[config.mk]
export PLATFORM = sky130hd
export DESIGN_NAME = snake_body_tracker
export DESIGN_NICKNAME = d
export VERILOG_FILES = /design/src/rtl/snake_body_tracker.sv
export SDC_FILE = /design/constraint.sdc
export NUM_CORES = 1
export LEC_CHECK = 0
export ABC_AREA = 1
export CAP_MARGIN = 20
export CORE_ASPECT_RATIO = 1.1
export CORE_MARGIN = 5
export CORE_UTILIZATION = 55
export CTS_CLUSTER_DIAMETER = 40
export DETAILED_ROUTE_END_ITERATION = 8
export PLACE_DENSITY = 0.77
export SETUP_SLACK_MARGIN = 0.05
export SYNTH_ARGS = -nofsm -noshare
export SYNTH_HDL_FRONTEND = slang
export SYNTH_SLANG_ARGS = --single-unit
[constraint.sdc]
create_clock -name clk -period 7.74 [get_ports clk]
set_clock_uncertainty 0.15 [all_clocks]
set_input_delay 1.548 -clock clk [delete_from_list [all_inputs] [get_ports clk]]
set_output_delay 1.548 -clock clk [all_outputs]
set_load 0.05 [all_outputs]
[src/rtl/snake_body_tracker.sv]
// Snake segment list with movement, growth, wall/self collision flags and a
// registered per-pixel cell classifier. Optional macro SNAKE_WRAP_EN: toroidal playfield.
module snake_body_tracker #(
  parameter int unsigned MAX_LEN  = 16,
  parameter int unsigned INIT_LEN = 3,
  parameter int unsigned START_X  = 20,
  parameter int unsigned START_Y  = 15
) (
  input  logic       clk,
  input  logic       rst,
  input  logic       start,
  input  logic       move_tick,
  input  logic [1:0] dir,
  input  logic       grow,
  input  logic [9:0] x_pos,
  input  logic [9:0] y_pos,
  output logic [1:0] snake,
  output logic [5:0] head_x,
  output logic [4:0] head_y,
  output logic [6:0] length,
  output logic       wall_hit,
  output logic       self_hit
);
  localparam int unsigned XW   = 6;
  localparam int unsigned YW   = 5;
  localparam int unsigned LW   = 7;
  localparam int unsigned COLS = 40;
  localparam int unsigned ROWS = 30;

  localparam logic [XW-1:0] X_MAX = XW'(COLS - 1);
  localparam logic [YW-1:0] Y_MAX = YW'(ROWS - 1);
  localparam logic [LW-1:0] L_MAX = LW'(MAX_LEN);

  localparam logic [1:0] DIR_UP    = 2'b00;
  localparam logic [1:0] DIR_DOWN  = 2'b01;
  localparam logic [1:0] DIR_LEFT  = 2'b10;
  localparam logic [1:0] DIR_RIGHT = 2'b11;

  localparam logic [1:0] CLS_NONE = 2'b00;
  localparam logic [1:0] CLS_HEAD = 2'b01;
  localparam logic [1:0] CLS_BODY = 2'b10;
  localparam logic [1:0] CLS_WALL = 2'b11;

`ifdef SNAKE_WRAP_EN
  localparam bit WRAP = 1'b1;
`else
  localparam bit WRAP = 1'b0;
`endif

  logic [XW-1:0] seg_x_q [MAX_LEN];
  logic [XW-1:0] seg_x_d [MAX_LEN];
  logic [YW-1:0] seg_y_q [MAX_LEN];
  logic [YW-1:0] seg_y_d [MAX_LEN];
  logic [LW-1:0] len_q, len_d;
  logic [1:0]    cur_dir_q, cur_dir_d;
  logic          grow_pend_q, grow_pend_d;
  logic          wall_q, wall_d;
  logic          self_q, self_d;
  logic [1:0]    snake_q, snake_d;

  logic [1:0]    new_dir;
  logic [XW-1:0] nx;
  logic [YW-1:0] ny;
  logic          grow_eff;
  logic          wall_next;
  logic          self_next;

  // Direction filter and next head cell
  always_comb begin
    new_dir = dir;
    if ((dir[1] == cur_dir_q[1]) && (dir[0] != cur_dir_q[0])) new_dir = cur_dir_q;
    nx = seg_x_q[0];
    ny = seg_y_q[0];
    unique case (new_dir)
      DIR_UP:    ny = (WRAP && seg_y_q[0] == '0)   ? Y_MAX : seg_y_q[0] - YW'(1);
      DIR_DOWN:  ny = (WRAP && seg_y_q[0] == Y_MAX) ? '0    : seg_y_q[0] + YW'(1);
      DIR_LEFT:  nx = (WRAP && seg_x_q[0] == '0)   ? X_MAX : seg_x_q[0] - XW'(1);
      DIR_RIGHT: nx = (WRAP && seg_x_q[0] == X_MAX) ? '0    : seg_x_q[0] + XW'(1);
      default:   nx = seg_x_q[0];
    endcase
  end

  // Collision detection; the tail vacates its cell unless the snake grows
  always_comb begin
    grow_eff  = grow_pend_q | grow;
    wall_next = !WRAP && ((nx == '0) || (nx >= X_MAX) || (ny == '0) || (ny >= Y_MAX));
    self_next = 1'b0;
    for (int unsigned i = 1; i < MAX_LEN; i++) begin
      if ((LW'(i) < len_q) && !(!grow_eff && (LW'(i) == len_q - LW'(1))) &&
          (seg_x_q[i] == nx) && (seg_y_q[i] == ny))
        self_next = 1'b1;
    end
  end

  // Segment, length and flag update
  always_comb begin
    seg_x_d     = seg_x_q;
    seg_y_d     = seg_y_q;
    len_d       = len_q;
    cur_dir_d   = cur_dir_q;
    grow_pend_d = grow_pend_q;
    wall_d      = wall_q;
    self_d      = self_q;
    if (!wall_q && !self_q) begin
      grow_pend_d = grow_eff;
      if (move_tick) begin
        if (wall_next) begin
          wall_d = 1'b1;
        end else if (self_next) begin
          self_d = 1'b1;
        end else begin
          for (int unsigned i = 1; i < MAX_LEN; i++) begin
            seg_x_d[i] = seg_x_q[i-1];
            seg_y_d[i] = seg_y_q[i-1];
          end
          seg_x_d[0]  = nx;
          seg_y_d[0]  = ny;
          cur_dir_d   = new_dir;
          grow_pend_d = 1'b0;
          if (grow_eff && (len_q < L_MAX)) len_d = len_q + LW'(1);
        end
      end
    end
  end

  // Pixel classifier against the pre-update segment list
  always_comb begin
    logic [XW-1:0] qx;
    logic [YW-1:0] qy;
    logic          body;
    qx      = x_pos[9:4];
    qy      = y_pos[8:4];
    body    = 1'b0;
    snake_d = CLS_NONE;
    for (int unsigned i = 1; i < MAX_LEN; i++) begin
      if ((LW'(i) < len_q) && (seg_x_q[i] == qx) && (seg_y_q[i] == qy)) body = 1'b1;
    end
    if ((x_pos >= 10'd640) || (y_pos >= 10'd480)) snake_d = CLS_NONE;
    else if (!WRAP && ((qx == '0) || (qx == X_MAX) || (qy == '0) || (qy == Y_MAX)))
      snake_d = CLS_WALL;
    else if ((seg_x_q[0] == qx) && (seg_y_q[0] == qy)) snake_d = CLS_HEAD;
    else if (body) snake_d = CLS_BODY;
  end

  always_ff @(posedge clk) begin
    if (rst || start) begin
      for (int unsigned i = 0; i < MAX_LEN; i++) begin
        seg_x_q[i] <= (i < INIT_LEN) ? XW'(START_X - i) : '0;
        seg_y_q[i] <= YW'(START_Y);
      end
      len_q       <= LW'(INIT_LEN);
      cur_dir_q   <= DIR_RIGHT;
      grow_pend_q <= 1'b0;
      wall_q      <= 1'b0;
      self_q      <= 1'b0;
      snake_q     <= CLS_NONE;
    end else begin
      seg_x_q     <= seg_x_d;
      seg_y_q     <= seg_y_d;
      len_q       <= len_d;
      cur_dir_q   <= cur_dir_d;
      grow_pend_q <= grow_pend_d;
      wall_q      <= wall_d;
      self_q      <= self_d;
      snake_q     <= snake_d;
    end
  end

  assign snake    = snake_q;
  assign head_x   = seg_x_q[0];
  assign head_y   = seg_y_q[0];
  assign length   = len_q;
  assign wall_hit = wall_q;
  assign self_hit = self_q;

endmodule

# After elaboration in Yosys (flattened, before gate mapping)
# Cells that the tools add are included.
word_totals:
  output_inout_bits: 22
  elab_cells: 320
  ff_bits: 190
  inputBits: 27
op_classes:
  mux: 39
  n_reduce_logical: 130
  addsub: 6
  bitwise: 3
  eq_ne: 84
  order_cmp: 20
ops:
  columns: ["op", "count"]
  rows:
  - ["$eq 6x6->1", 31]
  - ["$eq 5x5->1", 31]
  - ["$logic_and 1x1->1", 94]
  - ["$eq 4x7->1 const A", 8]
  - ["$lt 4x7->1 const A", 8]
  - ["$mux 1", 33]
  - ["$eq 3x7->1 const A", 4]
  - ["$lt 3x7->1 const A", 4]
  - ["$logic_not 1->1", 18]
  - ["$eq 2x7->1 const A", 2]
  - ["$lt 2x7->1 const A", 2]
  - ["$logic_not 6->1", 2]
  - ["$pmux 6 s2", 1]
  - ["$ge 10x10->1 const B", 1]
  - ["$ge 10x9->1 const B", 1]
  - ["$logic_not 5->1", 2]
  - ["$pmux 5 s2", 1]
  - ["$logic_or 1x1->1", 8]
  - ["$mux 2", 4]
  - ["$reduce_and 4->1", 2]
  - ["$add 7x1->7 const B", 1]
  - ["$eq 1x7->1 const A", 1]
  - ["$lt 1x7->1 const A", 1]
  - ["$lt 7x5->1 const B", 1]
  - ["other kinds (19)", 21]

# Logic depth before layout (Yosys ltp)
# Gate-level depths: netlist (run 1).
logic_depth:
  ltp_word: 26
  ltp_mapped: 32
  ltp_nobuf: 29

# Worst setup path before layout (run 1)
# OpenSTA, ideal clock, no wires.
synth_path:
  kind: "input -> register"
  start: "input dir[1]"
  end: "register seg_x_q[89] (netlist name)"
  n_path_buf: 4
  slack_ps: 2929
  required_ps: 7477
  cell_stages: 28
  setup_ps: 113
  arrival_time_ps: 4548
  path_cell_list: "buf_6 -> inv_4 -> nand2_4 -> nand3_2 -> nand2_2 -> nor2_1 -> inv_1 -> ha_1 -> nand2_1 -> nand2_1 -> nor2_1 -> inv_1 -> nand2_2 -> nand3_2 -> nand2_4 -> nand2_4 -> buf_6 -> xor2_1 -> nand3_1 -> nand2_1 -> nor2_1 -> nand2_2 -> nor2_8 -> nand2_4 -> buf_4 -> buf_2 -> o21ai_1 -> nor2_1"
synth_between:
  elab_chain_len: 25
  elab_cells_between_ends: 94
  classes_between: "order compare (2); eq/ne (34); mux (18); bitwise (2); reduce/logical (38)"
synth_rtl:
  columns: ["item", "line", "source"]
  rows:
  - ["from (decl)", "13", "input logic [1:0] dir,"]
  - ["$eq 1x1->1", "71", "if ((dir[1] == cur_dir_q[1]) && (dir[0] != cur_dir_q[0])) new_dir = cur_dir_q;"]
  - ["$logic_and 1x1->1", "71", null]
  - ["$mux 2 *", "71", null]
  - ["$eq 2x2->1", "74", "unique case (new_dir)"]
  - ["$pmux 6 s2", "74", null]
  - ["$eq 6x6->1", "90", "(seg_x_q[i] == nx) && (seg_y_q[i] == ny))"]
  - ["$logic_and 1x1->1", "89", "if ((LW'(i) < len_q) && !(!grow_eff && (LW'(i) == len_q - LW'(1))) &&"]
  - ["$logic_and 1x1->1", "90", null]
  - ["$mux 1 (15 in series)", "89", null]
  - ["$not 1->1 (no source line)", null, null]
  - ["$reduce_and 4->1 (no source line) *", null, null]
  - ["to (signal, indexed assignment)", "148", "seg_x_q[i] <= (i < INIT_LEN) ? XW'(START_X - i) : '0;"]
  - ["to (signal assigned)", "158", "seg_x_q <= seg_x_d;"]
  - ["to (decl)", "50", "logic [XW-1:0] seg_x_q [MAX_LEN];"]
# Mark *: on every way between the ends. The rest lies on a longest branch, timed or not.
# A chain may end at the register's enable or synchronous reset.

# Final worst setup path (run 1)
layout_path:
  start: "input dir[1]"
  end: "register seg_x_q[60] (netlist name)"
# The elaborated chain is that of the path after synthesis.

==> results of run 1 <==
-- cells by family after synthesis --
| logic type | Yosys count | synth area share, % |
|---|---|---|
| compound gates | 230 | 10.2 |
| xor+xnor | 169 | 11.3 |
| simple gates | 1176 | 37.8 |
| fa+ha+maj | 15 | 1.54 |
| buf+inv | 311 | 10.4 |
| flops | 190 | 28.8 |
-- sequential cells by signal, indices dropped and copies added (netlist names) --
name	count
seg_x_q	90
seg_y_q	75
length	7
head_x	6
head_y	5
cur_dir_q	2
snake	2
grow_pend_q	1
self_hit	1
wall_hit	1
-- layer usage --
metal | vias up | track usage, % | share of wire, %
li1 | 6585 | - | -
met1 | 6247 | 43.6 | 39
met2 | 812 | 52.6 | 43
met3 | 200 | 5.33 | 9.7
met4 | 0 | 24.4 | 8.2
met5 | - | 0 | 0
-- area by class of cell --
type | count | area (um^2) | area share [%]
Clock buffer | 21 | 480 | 3.39
Clock inverter | 11 | 103 | 0.724
Inverter | 190 | 718 | 5.07
Multi-Input combinational cell | 1590 | 8050 | 56.8
Sequential cell | 190 | 3800 | 26.8
Tap cell | 305 | 382 | 2.69
Timing Repair Buffer | 62 | 636 | 4.49
-- worst max-delay path: cells and delay by family --
kind	cells	cell delay [ns]
AND/OR/NAND/NOR	12	2.66
buffers and inverters	4	1.32
AO/OA/AOI/OAI	4	0.90
adder cells (fa/ha/maj)	1	0.35
-- final timing paths --
path                            slack (ns)     endpoint    startpoint  depth (start not counted)
worst max register to register        2.59  seg_x_q[60]  cur_dir_q[1]                         21
worst min-delay path                  0.33    length[6]     length[6]                          2
worst max-delay path                  1.06  seg_x_q[60]        dir[1]                         21
worst min register to register        0.33    length[6]     length[6]                          2
-- power by group through the flow --
stage | combinational [W] | sequential, W | clock (W)
floorplan | 0.000779 | 0.00115 | 0
global placement | 0.000985 | 0.00119 | 0
detailed placement | 0.00101 | 0.00119 | 0
CTS | 0.00101 | 0.00117 | 0.000898
global route | 0.00114 | 0.00118 | 0.000942
finish | 0.00104 | 0.00117 | 0.000898
-- cells in the final DEF (no fill, tap or decap), types with 11 or more instances in the layout --
master	n
sky130_fd_sc_hd__xor2_1	88
sky130_fd_sc_hd__o22ai_1	11
sky130_fd_sc_hd__buf_4	17
sky130_fd_sc_hd__xnor2_1	80
sky130_fd_sc_hd__dfxtp_1	190
sky130_fd_sc_hd__nor3_1	17
sky130_fd_sc_hd__ha_1	13
sky130_fd_sc_hd__nand2_1	548
sky130_fd_sc_hd__nand3b_1	13
sky130_fd_sc_hd__nor4_1	14
sky130_fd_sc_hd__nand3_1	144
sky130_fd_sc_hd__inv_1	184
sky130_fd_sc_hd__o21ai_1	45
sky130_fd_sc_hd__nor2_1	360
sky130_fd_sc_hd__clkdlybuf4s50_1	40
sky130_fd_sc_hd__a21oi_1	24
sky130_fd_sc_hd__o21ai_0	80
sky130_fd_sc_hd__nand4_1	45
sky130_fd_sc_hd__clkbuf_16	17
sky130_fd_sc_hd__o211ai_1	54
-- through the flow --
stage                     hold slack (ns)  setup slack, ns  util [%]  area [um^2]  total power, W
after floorplan                     0.313             2.93         -        13200         0.00193
after global placement              0.318            0.867      57.2        13600         0.00217
after detailed placement            0.326            0.774      57.2        13600         0.00219
after CTS                           0.336             1.23      59.7        14100         0.00308
after global routing                0.357            0.714      59.8        14200         0.00326
final                               0.332             1.06      59.8        14200         0.00311
==> results.md, run 1 <==
- run status: complete, no violations
- Post-Syn Instances: 2091
- kind of capture point of the worst setup path: register
- Yosys cell types: 48
- clock sinks: 190
- die footprint: 27200 um^2
- Worst slew margin: 35.5%
- total number of H-tree levels: 4
- cell breakdown of the critical path: clkdlybuf4s50_1 > buf_4 > nand2_2 > nand3_2 > nand2_2 > nor2_1 > inv_1 > ha_1 > a21oi_1 > nand2_1 > nand2_1 > nand3_1 > nand2_1 > nor4_1 > o21ai_1 > o221ai_1 > nor2_2 > nand2_8 > buf_12 > o21ai_0 > nor2_1
- number of rows created at floorplan: 59
- wire length of the first global-routing pass: 70700 um
- average instance area after synthesis: 6.31 um^2
- root cell of the clock tree: sky130_fd_sc_hd__clkbuf_16
- Tot GR Track Use: 34.2%
- worst slew pin tran: 0.965 ns
- number of detailed-routing iterations run before antenna repair: 6
- overflow left after global routing: 0
- share of the synthesized area in the top cell type: 28.8%
- maximum fanout along the worst path: 87
- die boundary height: 172 um
- internal power of the cells: 0.00186 W
- Data required, critical path: 7.92 ns
- part of the power in the clock network: 28.9%
- combinational cell fraction of total power: 33.4%
- Achievable Freq: 150 MHz
- number of buffers added for setup after CTS: 0
- Main synth FF type: sky130_fd_sc_hd__dfxtp_1
- count of pins over their slew limit: 0
- leakage power summed over all cells: 6.61 nW
- category of the critical setup timing path: in -> reg
- total number of yosys warnings: 0
- largest voltage drop on the vdd net: 0.118 mV
- drt total wl: 47000 um
- clock slew at the register clock pins of the worst setup and hold paths: 0.07 ns
- via count of the first global-routing pass: 12400
- hold violation count in the final report: 0
- highest cell delay on the worst timing path: 0.63 ns
- core box area: 23700 um^2
- syn nets: 2133
- clk buf depth: 2
- most numerous cell on the critical path: sky130_fd_sc_hd__nand2_1
- clock latency of the later-clocked register in the worst-skew pair: 0.45 ns
- Area growth, synth to finish: 7.31%
- leading post-synthesis cells by instance count: sky130_fd_sc_hd__nand2_1 (548), sky130_fd_sc_hd__nor2_1 (361), sky130_fd_sc_hd__dfxtp_1 (190)
- Async SR Flop Fraction: 0%
- initial antenna violation count: 0
- gpl congestion: 1.03
- endpoint arrival time on the critical path: 6.86 ns
- Slowest-stage cell, CP: sky130_fd_sc_hd__nand2_1
- HPWL after detailed placement: 33200 um
- largest net degree at the start of global routing: 178
- # resized after CTS: 0
- power per cell area: 219 nW/um^2
- effective utilization at floorplan: 55.7%
- Switch Pwr: 0.00124 W
- most numerous cell in the Yosys netlist: sky130_fd_sc_hd__nand2_1
- leading area contributor after synthesis: sky130_fd_sc_hd__dfxtp_1
- proportion of synthesized chip area in sequential cells: 28.8%
- count of state elements after synthesis: 190
- Iter 0 DRT Violations: 1875
- number of cells after detailed placement: 2336
- Fill cells: 2261
- Port-buffer cells: 40
- Avg WL per Cell: 19.8 um
- number of nets with antenna violations after detailed routing: 0
- number of buffers added by the clock tree synthesis step: 17
- CTS tree: done
- combined area of all synthesized cells: 13200 um^2
- CP Launch Type: primary input
- count of boundary I/O pins: 49
- fin cells: 2369
- DRC viols: 0
- final period utilization: 86.3%
- final count of negative-setup-slack endpoints: 0
- antenna diode count: 0
- sum of negative setup slack: 0 ns
- max-capacitance violation count: 0
- average vias per placed instance: 5.84
- hold bufs inserted after CTS: 0
- shortest clock period the worst path allows after layout: 6.68 ns
- class of the worst hold path: reg -> reg
- width of the chip: 158 um
- Nets: 2093
- number of enable flip-flop cells after synthesis: 0
- total number of vias: 13800
- proportion of layout cells with a drive suffix above 1: 4.26%
- unrepaired setup endpoints after global routing: no
- share of power burned in registers: 37.7%
- switching portion of total power: 40.0%
- Synth area leaders: sky130_fd_sc_hd__dfxtp_1 (29%), sky130_fd_sc_hd__nand2_1 (16%), sky130_fd_sc_hd__nor2_1 (10%)
Power figures use the tool's default switching activity.
==> run 2, diff against run 1 <==
HOLD_SLACK_MARGIN = 0.06   (was default)
==> results of run 2 <==
Same layout as run 1: the final DEF is identical, and so are final timing and power.
